$ cat config.mk
export PLATFORM = sky130hd
export DESIGN_NAME = cordic_vectoring
export DESIGN_NICKNAME = d
export VERILOG_FILES = /design/src/rtl/cordic_pkg.sv /design/src/rtl/cordic_vec_step.sv /design/src/rtl/cordic_vectoring.sv
export SDC_FILE = /design/constraint.sdc
export NUM_CORES = 1
export LEC_CHECK = 0
export CORE_MARGIN = 4
export CORE_UTILIZATION = 62
export CTS_CLUSTER_DIAMETER = 120
export DETAILED_ROUTE_END_ITERATION = 8
export GPL_TIMING_DRIVEN = 0
export MAX_ROUTING_LAYER = met4
export PLACE_DENSITY = 0.91
export SETUP_SLACK_MARGIN = 0.2
export SYNTH_ARGS = -nofsm -noshare
export SYNTH_HDL_FRONTEND = slang
export SYNTH_SLANG_ARGS = --single-unit
$ cat constraint.sdc
create_clock -name clock -period 6.7 [get_ports clock]
set_input_delay 1.34 -clock clock [delete_from_list [all_inputs] [get_ports clock]]
set_output_delay 1.34 -clock clock [all_outputs]
set_load 0.01 [all_outputs]
$ cat src/rtl/cordic_pkg.sv
// Shared CORDIC definitions: fixed-point constants (Q2.16, scale 65536),
// the arctangent table and the controller state encoding. Used by both the
// rotation-mode and vectoring-mode CORDIC blocks.
package cordic_pkg;

  localparam int unsigned FRAC   = 16;
  localparam int          PI_2   = 102944;
  localparam int          PI     = 205887;
  localparam int          K_GAIN = 39797;  // 1/An = 0.607253 in Q0.16

  typedef enum logic [1:0] {
    ST_LOAD   = 2'd0,
    ST_ROTATE = 2'd1,
    ST_COMP   = 2'd2,
    ST_DONE   = 2'd3
  } state_t;

  // atan(2^-i) in Q2.16, i = 0..15
  function automatic int atan_lut(input logic [3:0] i);
    int a;
    case (i)
      4'd0:    a = 51472;
      4'd1:    a = 30386;
      4'd2:    a = 16055;
      4'd3:    a = 8150;
      4'd4:    a = 4091;
      4'd5:    a = 2047;
      4'd6:    a = 1024;
      4'd7:    a = 512;
      4'd8:    a = 256;
      4'd9:    a = 128;
      4'd10:   a = 64;
      4'd11:   a = 32;
      4'd12:   a = 16;
      4'd13:   a = 8;
      4'd14:   a = 4;
      default: a = 2;
    endcase
    return a;
  endfunction

endpackage

$ cat src/rtl/cordic_vec_step.sv
// Single combinational vectoring-mode micro-rotation: drives y toward zero.
// Ports:
//   x, y  : current vector, signed, XW bits
//   z     : accumulated angle, signed, ZW bits
//   i     : iteration index (shift amount and atan table index)
//   x_c, y_c, z_c : rotated vector and updated angle
module cordic_vec_step
  import cordic_pkg::*;
#(
  parameter int unsigned XW = 20,
  parameter int unsigned ZW = 19
) (
  input  logic signed [XW-1:0] x,
  input  logic signed [XW-1:0] y,
  input  logic signed [ZW-1:0] z,
  input  logic        [3:0]    i,
  output logic signed [XW-1:0] x_c,
  output logic signed [XW-1:0] y_c,
  output logic signed [ZW-1:0] z_c
);

  logic signed [XW-1:0] xs;
  logic signed [XW-1:0] ys;
  logic signed [ZW-1:0] a;

  assign xs = x >>> i;
  assign ys = y >>> i;
  assign a  = ZW'(atan_lut(i));

  // Rotate clockwise when y is non-negative, counter-clockwise otherwise
  always_comb begin
    x_c = x;
    y_c = y;
    z_c = z;
    if (!y[XW-1]) begin
      x_c = x + ys;
      y_c = y - xs;
      z_c = z + a;
    end else begin
      x_c = x - ys;
      y_c = y + xs;
      z_c = z - a;
    end
  end

endmodule

$ cat src/rtl/cordic_vectoring.sv
// Iterative vectoring-mode CORDIC: returns atan2(y, x) and magnitude of a
// Q2.16 input vector, one micro-rotation per clock.
// Optional feature macro: CORDIC_GAIN_COMP_EN adds a COMP cycle that scales
// the magnitude by 1/An; without it mag_out carries the CORDIC gain (~1.64676).
// Ports:
//   clock, reset_n : rising-edge clock, asynchronous active-low reset
//   init           : high loads/holds inputs; first low edge starts iterating
//   x_in, y_in     : signed Q2.16 vector components in [-1, 1)
//   angle_out      : signed Q3.16 radians in (-pi, pi]
//   mag_out        : signed Q3.16 magnitude
//   done           : high while angle_out/mag_out hold a valid result
module cordic_vectoring
  import cordic_pkg::*;
#(
  parameter int unsigned ITER = 16,
  parameter int unsigned W    = 18
) (
  input  logic                clock,
  input  logic                reset_n,
  input  logic                init,
  input  logic signed [W-1:0] x_in,
  input  logic signed [W-1:0] y_in,
  output logic signed [W:0]   angle_out,
  output logic signed [W:0]   mag_out,
  output logic                done
);

  localparam int unsigned XW = W + 2;
  localparam int unsigned ZW = W + 1;
  localparam int unsigned CW = 4;

  state_t               state;
  logic signed [XW-1:0] x;
  logic signed [XW-1:0] y;
  logic signed [ZW-1:0] z;
  logic        [CW-1:0] i;

  logic signed [XW-1:0] x_ext;
  logic signed [XW-1:0] y_ext;
  logic signed [XW-1:0] x_ld;
  logic signed [XW-1:0] y_ld;
  logic signed [ZW-1:0] z_ld;

  logic signed [XW-1:0] x_c;
  logic signed [XW-1:0] y_c;
  logic signed [ZW-1:0] z_c;

  assign x_ext = XW'(x_in);
  assign y_ext = XW'(y_in);

  // Quadrant pre-rotation by +/-pi/2 moves left-half-plane vectors into x >= 0
  always_comb begin
    x_ld = x_ext;
    y_ld = y_ext;
    z_ld = '0;
    if (x_in[W-1]) begin
      if (!y_in[W-1]) begin
        x_ld = y_ext;
        y_ld = -x_ext;
        z_ld = ZW'(PI_2);
      end else begin
        x_ld = -y_ext;
        y_ld = x_ext;
        z_ld = ZW'(-PI_2);
      end
    end
  end

  cordic_vec_step #(
    .XW (XW),
    .ZW (ZW)
  ) u_step (
    .x   (x),
    .y   (y),
    .z   (z),
    .i   (i),
    .x_c (x_c),
    .y_c (y_c),
    .z_c (z_c)
  );

`ifdef CORDIC_GAIN_COMP_EN
  localparam int unsigned PW = XW + 18;
  localparam logic signed [17:0] K_S = 18'(K_GAIN);

  logic signed [PW-1:0] prod_c;

  assign prod_c = PW'(x) * PW'(K_S);
`endif

  // Controller: init has priority in every state (load or abort)
  always_ff @(posedge clock or negedge reset_n) begin
    if (!reset_n) begin
      state     <= ST_LOAD;
      x         <= '0;
      y         <= '0;
      z         <= '0;
      i         <= '0;
      angle_out <= '0;
      mag_out   <= '0;
      done      <= 1'b0;
    end else if (init) begin
      state <= ST_LOAD;
      x     <= x_ld;
      y     <= y_ld;
      z     <= z_ld;
      i     <= '0;
      done  <= 1'b0;
    end else begin
      case (state)
        // LOAD performs iteration 0 on the same edge it leaves
        ST_LOAD, ST_ROTATE: begin
          x <= x_c;
          y <= y_c;
          z <= z_c;
          i <= i + CW'(1);
          if (i == CW'(ITER - 1)) begin
`ifdef CORDIC_GAIN_COMP_EN
            state <= ST_COMP;
`else
            state     <= ST_DONE;
            angle_out <= z_c;
            mag_out   <= ZW'(x_c);
            done      <= 1'b1;
`endif
          end else begin
            state <= ST_ROTATE;
          end
        end
`ifdef CORDIC_GAIN_COMP_EN
        ST_COMP: begin
          state     <= ST_DONE;
          angle_out <= z;
          mag_out   <= ZW'(prod_c >>> FRAC);
          done      <= 1'b1;
        end
`endif
        ST_DONE: begin
          state <= ST_DONE;
        end
        default: begin
          state <= ST_LOAD;
        end
      endcase
    end
  end

endmodule
==> flow_summary.yaml <==
run_status:
  status: "completed"
setup_path:
  crit_arrival_ns: 6.62
  rr_worst_depth: 25
  critPathLaunchType: "flop"
  crit_fanout: 10
  endpoint_kind: "flop"
  cp.required_ns: 6.96
  criticalPathCategory: "reg2reg"
power:
  p_seq_frac: 0.142
  powerDensity_mw_per_mm2: 629
  ir_drop_v: 0.000530
  internal_power_w: 0.00373
  total_power_w: 0.00827
  cellLeakagePower_nw: 5.71
  pwr-share-comb: 0.788
  power_switching_w: 0.00454
  p_sw_frac: 0.550
  clkPwrFrac: 0.070
clocking:
  clock-sinks: 104
  clkLatencyLatePin_ns: 0.37
  cts.path.max_buffers: 2
  htreeDepth: 3
  path_clk_slew_ns: 0.09
  cts_buffers: 9
  clockRootBuffer: "clkbuf_16"
  cts_tree: "yes"
finish:
  final_layout_size_suffix_gt1_frac: 0.0877
  fin_nets: 1625
  areaGrowthSynthToFinish_pct: 12.3
  design_area_sq_mm: 0.0131
floorplanning:
  dieWidth_um: 145
  die_area_sq_mm: 0.0212
  fp.coreArea_sq_mm: 0.0183
  die_h_um: 145
  initial_utilization: 0.641
  rows: 49
  io_pins: 78
sta:
  setup_violations: 0
  rsz0062_at_grt: "true"
  maxSlewHeadroom: 0.204
  tightest_slew_ns: 1.19
  fin_crit_ns: 6.35
  drv_slew: 0
  hold_viol: 0
  max_freq_mhz: 157
  fin_worst_skew_ns: 0.0159
  min_period_over_period: 0.948
global_route:
  antenna_found_initial: 2
  busiest_layer: "met2"
  met3_usage: 0.126
  overflow: 0
  first_global_vias: 12300
  use_met1: 0.525
  grt_pass1_wl_um: 69200
  grtUsageTotal: 0.430
  grt_max_degree: 69
  grt_use_met2: 0.634
logic_synthesis:
  yosys-top-cells-area: "dfrtp_1, ha_1, mux4_2, nand2_1, mux2i_1"
  yosysSeqAreaShare: 0.222
  syn-cell-area_sq_mm: 0.0117
  synth-edff-count: 0
  synth_common_cells: "nand2_1, o21ai_0, a21oi_1"
  async_flop_share: 1.00
  synth_nets: 1537
  synth.distinct_cells: 88
  ys_ff_latch: 104
  postSynthAreaPerCell_sq_um: 8.23
  netlist_instances: 1423
  synth_area_leader_cell: "dfrtp_1"
  yosysWarnings: 0
  synth_top_area_share: 0.222
  synth_ff_type: "dfrtp_1"
  yosys.cell_count.top_type: "nand2_1"
routing:
  first_iter_violations: 1859
  routed_wirelength_um: 46100
  drc: 0
  wl_per_cell_um: 26.4
  drtPass1Iterations: 6
  ant_nets: 0
  detailroute.via_count: 12700
  via_per_inst: 7.25
min_path:
  hold_path_depth: 2
  hold_path_class: "reg2reg"
job:
  drv_cap: 0
placement:
  placed_area_sq_mm: 0.0128
  gp_congestion: 1.10
  dp_hpwl_um: 34900
  io_buffers: 76
worst max-delay path: stages (launching register included):
cell and delay, ns:
dfrtp_1 0.33, clkbuf_2 0.19, buf_4 0.24, buf_2 0.28, clkbuf_4 0.28, buf_2 0.30, buf_4 0.25, clkbuf_4 0.27
nand2_1 0.07, o21ai_1 0.30, ha_1 0.28, a21boi_1 0.25, and2_4 0.22, a21oi_1 0.10, xnor2_2 0.37, ha_1 0.30
clkbuf_1 0.19, a21o_1 0.19, a21o_1 0.18, o31ai_2 0.31, a211oi_1 0.15, o221ai_2 0.22, o21ai_2 0.12, a31oi_2 0.26
mux2i_1 0.24, mux2_1 0.33
power by group through the flow:
stage | sequential (W) | combinational [W] | clock (W)
3_3_place_gp | 0.00114 | 0.00589 | 0
6_report | 0.00118 | 0.00652 | 0.000576
2_1_floorplan | 0.00102 | 0.00465 | 0
4_1_cts | 0.00114 | 0.00621 | 0.000569
3_5_place_dp | 0.00115 | 0.00610 | 0
5_1_grt | 0.00118 | 0.00699 | 0.000595
placed cells by master, fill, tap and decap left out, types with 22 or more instances in the layout:
cell type	n
o211ai_1	22
nor3_1	34
ha_1	72
nand3_1	28
a21oi_1	105
xnor2_1	61
clkdlybuf4s50_1	75
dfrtp_1	104
nor2_1	101
o21ai_0	119
nand2_1	190
inv_1	40
clkbuf_1	39
a21o_1	22
xor2_1	50
mux4_2	36
a211oi_1	24
mux2i_1	70
cells by family (layout without fill, tap and decap cells):
kind of cell / Yosys count / in the layout / share of synthesized area
mux: 128 / 128 / 0.155
xor+xnor: 112 / 112 / 0.0838
compound gates: 418 / 418 / 0.225
fa+ha+maj: 75 / 75 / 0.0821
buf+inv: 131 / 224 / 0.0504
simple gates: 455 / 455 / 0.182
other cells: 0 / 2 / 0
flops: 104 / 104 / 0.222
path summary, 6_finish.rpt:
path | startpoint | end | slack [ns]
worst max-delay path | i[3] | x[19] | 0.35
worst min-delay path | angle_out[4] | angle_out[4] | 0.48
worst max register to register | i[3] | x[19] | 0.35
worst min register to register | angle_out[4] | angle_out[4] | 0.48
max in group asynchronous | reset_n | y[7] | 4.84
min in group asynchronous | reset_n | angle_out[3] | 1.10
metal layers:
| metal | share of wire | vias up |
|---|---|---|
| li1 | - | 5377 |
| met3 | 0.14 | 267 |
| met4 | 0.076 | 0 |
| met2 | 0.43 | 1036 |
| met5 | 0 | - |
| met1 | 0.35 | 5993 |
metrics by stage:
stage / std cells / util / hold slack [ns] / setup TNS, ns / setup WS (ns)
final: 1747 / 0.720 / 0.479 / 0 / 0.348
after global routing: 1747 / 0.720 / 0.498 / 0 / 0.120
after CTS: 1745 / 0.717 / 0.484 / 0 / 0.234
after detailed placement: 1729 / 0.699 / 0.463 / -2.87 / -0.825
after global placement: 1728 / 0.698 / 0.457 / -3.09 / -0.879
after floorplan: 1423 / - / 0.451 / 0 / 1.30
state kept, by name, summed over array words and instances, names as in the netlist:
signal and count:
mag_out 19, i 4, x 20, angle_out 19
y 20, done 1, state 2, z 19
area by class of cell:
class | instances | area (sq um)
inverter | 44 | 165
clock buffer | 9 | 225
multi-input combinational | 1188 | 8560
sequential | 104 | 2600
fill | 1395 | 5120
clock inverter | 7 | 82.6
antenna | 2 | 5.00
buffer | 87 | 442
tap | 229 | 287
timing repair buffer | 77 | 778
what timing repair did:
action | 4_1_cts | 5_1_grt
buffers inserted | 0 | 0
resized for setup | 9 | 11
pin swaps | 0 | 2
gates cloned | 0 | 0
hold buffers | 0 | 0
setup endpoints to repair | 15 | 7
Power figures use the tool's default switching activity.
